`src/rtl/arc_microsequencer.sv`:
```
// Microprogrammed sequencer for the ARC datapath: addresses the control store,
// holds the current microword in the MIR and stalls/masks it around memory accesses.
module arc_microsequencer #(
  parameter int CS_AW   = 11,
  parameter int TIMEOUT = 16
) (
  input  logic             clk,
  input  logic             rst,
  input  logic [31:0]      ir,
  input  logic [3:0]       psr,
  input  logic [40:0]      cs_data,
  input  logic             mem_ready,
  output logic [CS_AW-1:0] cs_addr,
  output logic [40:0]      mir,
  output logic             mem_rd,
  output logic             mem_wr,
  output logic [CS_AW-1:0] upc,
  output logic             fault
);

  localparam int CNT_W = (TIMEOUT > 1) ? $clog2(TIMEOUT + 1) : 1;

  // C destination + CMUX and ALU code are cleared while a memory access waits.
  localparam logic [40:0] STALL_MASK = {14'b0, 7'h7F, 2'b0, 4'hF, 14'b0};

  typedef enum logic [1:0] {
    BOOT  = 2'd0,
    RUN   = 2'd1,
    FAULT = 2'd2
  } state_t;

  state_t             state_reg, state_next;
  logic [40:0]        mir_reg, mir_next;
  logic [CS_AW-1:0]   upc_reg, upc_next;
  logic [CNT_W-1:0]   stall_cnt_reg, stall_cnt_next;

  logic               stall;
  logic               timeout_hit;
  logic [2:0]         cond;
  logic [CS_AW-1:0]   jaddr;
  logic [CS_AW-1:0]   upc_inc;
  logic [CS_AW-1:0]   decode_addr;
  logic [CS_AW-1:0]   seq_addr;
  logic               unused_ir_bits;

  assign cond        = mir_reg[13:11];
  assign jaddr       = mir_reg[CS_AW-1:0];
  assign upc_inc     = upc_reg + CS_AW'(1);
  assign decode_addr = {1'b1, ir[31:30], ir[24:19], 2'b00};
  assign unused_ir_bits = ^{ir[29:25], ir[18:14], ir[12:0]};

  assign stall       = (state_reg == RUN) && (mir_reg[19] || mir_reg[18]) && !mem_ready;
  assign timeout_hit = (TIMEOUT != 0) && stall && (stall_cnt_reg == CNT_W'(TIMEOUT - 1));

  always_comb begin
    seq_addr = upc_inc;
    case (cond)
      3'd0:    seq_addr = upc_inc;
      3'd1:    seq_addr = psr[3] ? jaddr : upc_inc;
      3'd2:    seq_addr = psr[2] ? jaddr : upc_inc;
      3'd3:    seq_addr = psr[1] ? jaddr : upc_inc;
      3'd4:    seq_addr = psr[0] ? jaddr : upc_inc;
      3'd5:    seq_addr = ir[13] ? jaddr : upc_inc;
      3'd6:    seq_addr = jaddr;
      default: seq_addr = decode_addr;
    endcase
  end

  always_comb begin
    state_next     = state_reg;
    mir_next       = mir_reg;
    upc_next       = upc_reg;
    stall_cnt_next = stall_cnt_reg;
    cs_addr        = '0;
    case (state_reg)
      BOOT: begin
        mir_next       = cs_data;
        upc_next       = '0;
        stall_cnt_next = '0;
        state_next     = RUN;
      end
      RUN: begin
        if (stall) begin
          cs_addr = upc_reg;
          if (timeout_hit) begin
            // Clearing the MIR drops RD/WR so nothing keeps requesting memory.
            mir_next       = '0;
            stall_cnt_next = '0;
            state_next     = FAULT;
          end else begin
            stall_cnt_next = stall_cnt_reg + CNT_W'(1);
          end
        end else begin
          cs_addr        = seq_addr;
          mir_next       = cs_data;
          upc_next       = seq_addr;
          stall_cnt_next = '0;
        end
      end
      FAULT: begin
        cs_addr = '0;
      end
      default: begin
        state_next = BOOT;
      end
    endcase
  end

  always_ff @(posedge clk or posedge rst) begin
    if (rst) begin
      state_reg     <= BOOT;
      mir_reg       <= '0;
      upc_reg       <= '0;
      stall_cnt_reg <= '0;
    end else begin
      state_reg     <= state_next;
      mir_reg       <= mir_next;
      upc_reg       <= upc_next;
      stall_cnt_reg <= stall_cnt_next;
    end
  end

  assign mir    = (state_reg != RUN) ? '0 : (stall ? (mir_reg & ~STALL_MASK) : mir_reg);
  assign mem_rd = mir_reg[19];
  assign mem_wr = mir_reg[18];
  assign upc    = upc_reg;
  assign fault  = (state_reg == FAULT);

endmodule

```
`config.mk`:
```
export PLATFORM = sky130hd
export DESIGN_NAME = arc_microsequencer
export DESIGN_NICKNAME = d
export VERILOG_FILES = /design/src/rtl/arc_microsequencer.sv
export SDC_FILE = /design/constraint.sdc
export NUM_CORES = 1
export LEC_CHECK = 0
export BUFFER_PORTS_ARGS = -buffer_cell sky130_fd_sc_hd__clkbuf_2
export CORE_MARGIN = 10
export CORE_UTILIZATION = 40
export DETAILED_ROUTE_END_ITERATION = 8
export PLACE_DENSITY_LB_ADDON = 0.1
export SKIP_CTS_REPAIR_TIMING = 1
export SYNTH_ARGS = -nofsm -noshare
export SYNTH_HDL_FRONTEND = slang
export SYNTH_SLANG_ARGS = --single-unit
export TNS_END_PERCENT = 50
```
`constraint.sdc`:
```
create_clock -name clk -period 3.2 [get_ports clk]
set_input_delay 0.64 -clock clk [delete_from_list [all_inputs] [get_ports clk]]
set_output_delay 0.64 -clock clk [all_outputs]
set_load 0.05 [all_outputs]
```
# After elaboration in Yosys (flattened, before gate mapping)
# Cells that the tools add are included.
dict set report classes {
  n_eq_ne 13
  addsub 2
  reduce_logical 10
  mux 20
  bitwise_logic 1
}
# cell n
set op_table {}
lappend op_table {{$mux 41} 3}
lappend op_table {{$pmux 41 s2} 1}
lappend op_table {{$mux 11} 7}
lappend op_table {{$pmux 11 s7} 1}
lappend op_table {{$mux 27} 1}
lappend op_table {{$pmux 11 s2} 1}
lappend op_table {{$add 11x1->11 const B} 1}
lappend op_table {{$mux 5} 2}
lappend op_table {{$pmux 5 s2} 1}
lappend op_table {{$eq 3x3->1 const B} 3}
lappend op_table {{$eq 3x2->1 const B} 2}
lappend op_table {{$pmux 2 s3} 1}
lappend op_table {{$add 5x1->5 const B} 1}
lappend op_table {{$eq 5x4->1 const B} 1}
lappend op_table {{$mux 2} 2}
lappend op_table {{$ne 2x2->1 const B} 2}
lappend op_table {{$eq 3x1->1 const B} 1}
lappend op_table {{$logic_and 1x1->1} 3}
lappend op_table {{$logic_not 3->1} 1}
lappend op_table {{$ne 3x3->1 const B} 1}
lappend op_table {{$reduce_and 3->1} 1}
lappend op_table {{$eq 2x1->1 const B} 1}
lappend op_table {{$eq 2x2->1 const B} 1}
lappend op_table {{$logic_not 2->1} 1}
lappend op_table {{other kinds (6)} 6}
dict set report word_totals {
  in_bits 80
  word_cells 50
  reg_bits 59
}

# Depth between registers and ports, before layout
dict set report depth {
  depth_word 7
  mapped_depth 7
}

# Least setup slack after synthesis
# OpenSTA, ideal clock, no wires.
dict set report synth_timing {
  path_type {input-to-output}
  start {input ir[13]}
  end {output cs_addr[5]}
  arrival_time_ns 2.553
  stages 6
  n_path_buf 1
  setup_slack_ns 0.007
  required_time_ns 2.560
  path_cell_list {mux2_2 o221ai_1 and3_1 buf_2 a21oi_1 o221ai_1}
}
dict set report synth_between {
  elab_chain_len 4
}
# element line
set synth_lines {}
lappend synth_lines {{start: declaration} 9} ;# input logic [31:0] ir,
lappend synth_lines {{$mux 11} 63} ;# 3'd5: seq_addr = ir[13] ? jaddr : upc_inc;
lappend synth_lines {{$pmux 11 s7} 57} ;# case (cond)
lappend synth_lines {{$mux 11} 83} ;# if (stall) begin
lappend synth_lines {{$mux 11} 75} ;# case (state_reg)
lappend synth_lines {{end: declaration} 13} ;# output logic [CS_AW-1:0] cs_addr,
# Every way passes these cells.

# Worst setup path in the final report
dict set report layout_timing {
  start {register mir_reg[13]}
  end {output cs_addr[4]}
}
dict set report layout_between {
  elab_chain_len 4
  elab_cells_between_ends 10
  cone_classes {6 x eq/ne; 3 x mux; 1 x reduce/logical}
}
# element line
set layout_lines {}
lappend layout_lines {{start: declaration} 33} ;# logic [40:0] mir_reg, mir_next;
lappend layout_lines {{start signal: assignment} 117} ;# mir_reg <= mir_next;
lappend layout_lines {{$eq 3x3->1, or another cell as far along} 57}
lappend layout_lines {{$pmux 11 s7 *} 57}
lappend layout_lines {{$mux 11 *} 83}
lappend layout_lines {{$mux 11 *} 75}
# Mark *: on every way between the ends. The rest lies on a longest branch, timed or not.

==> metrics.md <==
| Metric | Value |
|---|---|
| Site Rows | 31 |
| Synth warnings | 0 |
| Share of cells above drive strength 1 | 0.369 |
| Synth Area in Simple Gates | 0.185 |
| Startpoint types | flop |
| Routability cong. | 0.829 |
| Tcrit/Tclk final | 0.965 |
| CTS max path bufs | 2 |
| Net Sw Power | 1.58 mW |
| Total Wirelength | 9390 um |
| Die Y | 108 um |
| R2R cell count | 5 |
| Arrival time worst endpoint | 2.45 ns |
| Fin. max-slew vios | 0 |
| Synth Area per Inst | 10.1 sq um |
| Routed via count | 2836 |
| WL per Instance | 17.6 um |
| CP Data Required Time | 2.56 ns |
| Leakage power | 2.10 nW |
| DRT iter0 DRCs | 85 |
| Reg2reg setup slack | 1.20 ns |
| Gr usage total | 0.162 |
| Vias/cell | 5.32 |
| Clock Sinks | 59 |
| Final hold viol count | 0 |
| Reg-to-Reg End | upc[4]$_DFFE_PP0P_ |
| Die Span X | 108 um |
| Worst slew margin | 0.552 |
| Total congestion overflow | 0 |
| CTS clk-pin slew, worst paths | 0.06 ns |
| First-pass GRT wire length | 15200 um |
| Clk Latency, worst-skew pair | 0.33 ns |
| Core Util, Final | 0.550 |
| Diodes inserted | 0 |
| Sequential area share after synthesis | 0.479 |
| Max_cap viols | 0 |
| Post-Synth XOR/XNOR Area | 0.0199 |
| Top cells by count, synth | dfrtp_1, a22o_1, and2_1, clkbuf_1, nor2_1 |
| RR Startpoint | mir_reg[13]$_DFFE_PP0P_ |
| Hold Path Class | input port to asynchronous set/reset pin |
| Antenna violations before repair | 0 |
| Post-synth top flop | dfrtp_1 |
| Cell accounting for the most synthesized area | dfrtp_1 |
| # nets final | 511 |
| Number of port buffers | 122 |
| Synth area leaders | dfrtp_1, a22o_1, and2_1 |
| Status | finished clean |
| Area delta synth->final | 31.6% |
| Minimum clock period | 3.09 ns |
| Top Ports | 146 |
| H-tree levels | 3 |
| Mux share of post-synthesis cell area | 0.00365 |
| DP HPWL | 6950 um |
| Core Region | 7370 sq um |
| Mapped cell area | 3080 sq um |
| Largest register FFs | 41 |
| Crit end category | output port |
| Setup CP Type | flop to output port |
| Top fanout value on the critical path | 6 |
| Remaining DRCs | 0 |
| Setup Viol. Count Final | 0 |
| Initial Util | 0.418 |
| CTS tree | yes |
| Slew @ Worst Pin | 0.670 ns |
| Setup tns final | 0 ns |
| Adder-Cell Fraction of Synth Area | 0.00812 |
| Drt pass-1 iters | 6 |
| Largest family of logic cells by synthesized area | compound AO/OA/AOI/OAI gates |
| Clk root buf | clkbuf_8 |
| TritonCTS buffer count | 9 |
| Async set-or-reset flop fraction in the synthesized netlist | 1.00 |
| Die area | 11600 sq um |
| Internal | 1.74 mW |
| Compound-Gate Fraction of Synth Area | 0.266 |
| Net Sw Frac | 0.475 |
| Combinational Power Share | 0.468 |
| Clock Skew | 0.0109 ns |
| Mapped Nets | 387 |
| Gate count of the mapped netlist | 305 |
| Seq cells post-synth | 59 |
| Largest net degree at the start of global routing | 60 |
| Power Density | 819 nW/um^2 |
| Seq pwr share | 0.315 |
| Count of cell types in the netlist | 42 |
| Maximum clock frequency | 0.324 GHz |
| Top-count cell post-synth | dfrtp_1 |
| Vias in the first global route | 3007 |
| Post-synth EDFFs | 0 |
| RSZ-0062 raised after global routing | no |
| Filler cells | 713 |
| Clk pwr share | 0.217 |
| Antenna-violating nets left | 0 |
| Max IR drop VDD | 324 uV |
| Post-synth top area share | 0.479 |
critical path: stages, from the launching register on:
cell and delay, ns:
dfrtp_1 0.36, mux2_2 0.36, a311o_1 0.38, or2_4 0.27
a22o_1 0.21, a221o_1 0.33, buf_2 0.22
layout by cell type (no fill, tap or decap), types with 3 or more instances in the layout:
master	count
a32oi_1	4
nand4_1	3
o211ai_1	5
buf_4	12
a21oi_1	9
and3_1	14
a221o_1	6
o221ai_1	3
and2_1	31
nand2b_1	4
nand3_1	10
nand2_1	13
o21ai_0	13
nor2_1	15
dfrtp_1	59
a22o_1	44
clkbuf_8	12
a22oi_1	3
a21o_1	9
inv_1	4
clkbuf_2	120
xnor2_1	5
power by group through the flow:
stage	combinational (mW)	sequential, mW	clock [mW]
after floorplan	0.990	1.24	0
after global placement	1.56	1.05	0
after detailed placement	1.57	1.06	0
after CTS	1.57	1.05	0.736
after global routing	1.66	1.08	0.769
final	1.55	1.05	0.722
routing by layer:
layer / vias to the layer above / GRT usage / part of all wire
met4: 0 / 0.0544 / 0.0077
met3: 7 / 0.0617 / 0.079
met2: 87 / 0.253 / 0.45
li1: 1388 / - / -
met5: - / 0 / 0
met1: 1354 / 0.199 / 0.46
worst max-delay path by stage:
stage	start	to	slack, ns	depth (start not counted)
floorplan	ir[13]	cs_addr[5]	0.007	6
finish	mir_reg[13]$_DFFE_PP0P_	cs_addr[4]	0.11	6
CTS	mir_reg[13]$_DFFE_PP0P_	cs_addr[4]	0.007	6
global placement	ir[13]	cs_addr[4]	0.08	7
detailed placement	ir[13]	cs_addr[4]	0.08	7
global route	mir_reg[19]$_DFFE_PP0P_	cs_addr[5]	0.003	6
kinds of logic after synthesis:
| logic type | after synthesis |
|---|---|
| and+or+nand+nor | 103 |
| adders and majority gates | 2 |
| AOI/OAI and AO/OA | 106 |
| xor gates and xnor gates | 7 |
| DFF | 59 |
| buffers and inverters | 27 |
| muxes | 1 |
metrics by stage:
stage                     instances  worst slack (ns)  cell area, sq um  power, mW  hold WS [ns]
final                           533             0.113              4060       3.32         0.345
after CTS                       533           0.00721              4050       3.35         0.352
after detailed placement        517            0.0762              3840       2.62         0.483
after global routing            533           0.00331              4060       3.50         0.363
after floorplan                 305           0.00656              3080       2.23         0.456
after global placement          517            0.0828              3840       2.61         0.475
area by class of cell:
cell class | instances | area (sq um) | area share
Timing Repair Buffer | 135 | 721 | 0.178
Inverter | 5 | 18.8 | 0.00463
Tap cell | 99 | 124 | 0.0305
Multi-Input combinational cell | 219 | 1500 | 0.371
Clock buffer | 12 | 165 | 0.0407
Clock inverter | 4 | 47.5 | 0.0117
Sequential cell | 59 | 1480 | 0.364
Note: power is estimated with default switching activity, not from simulation.
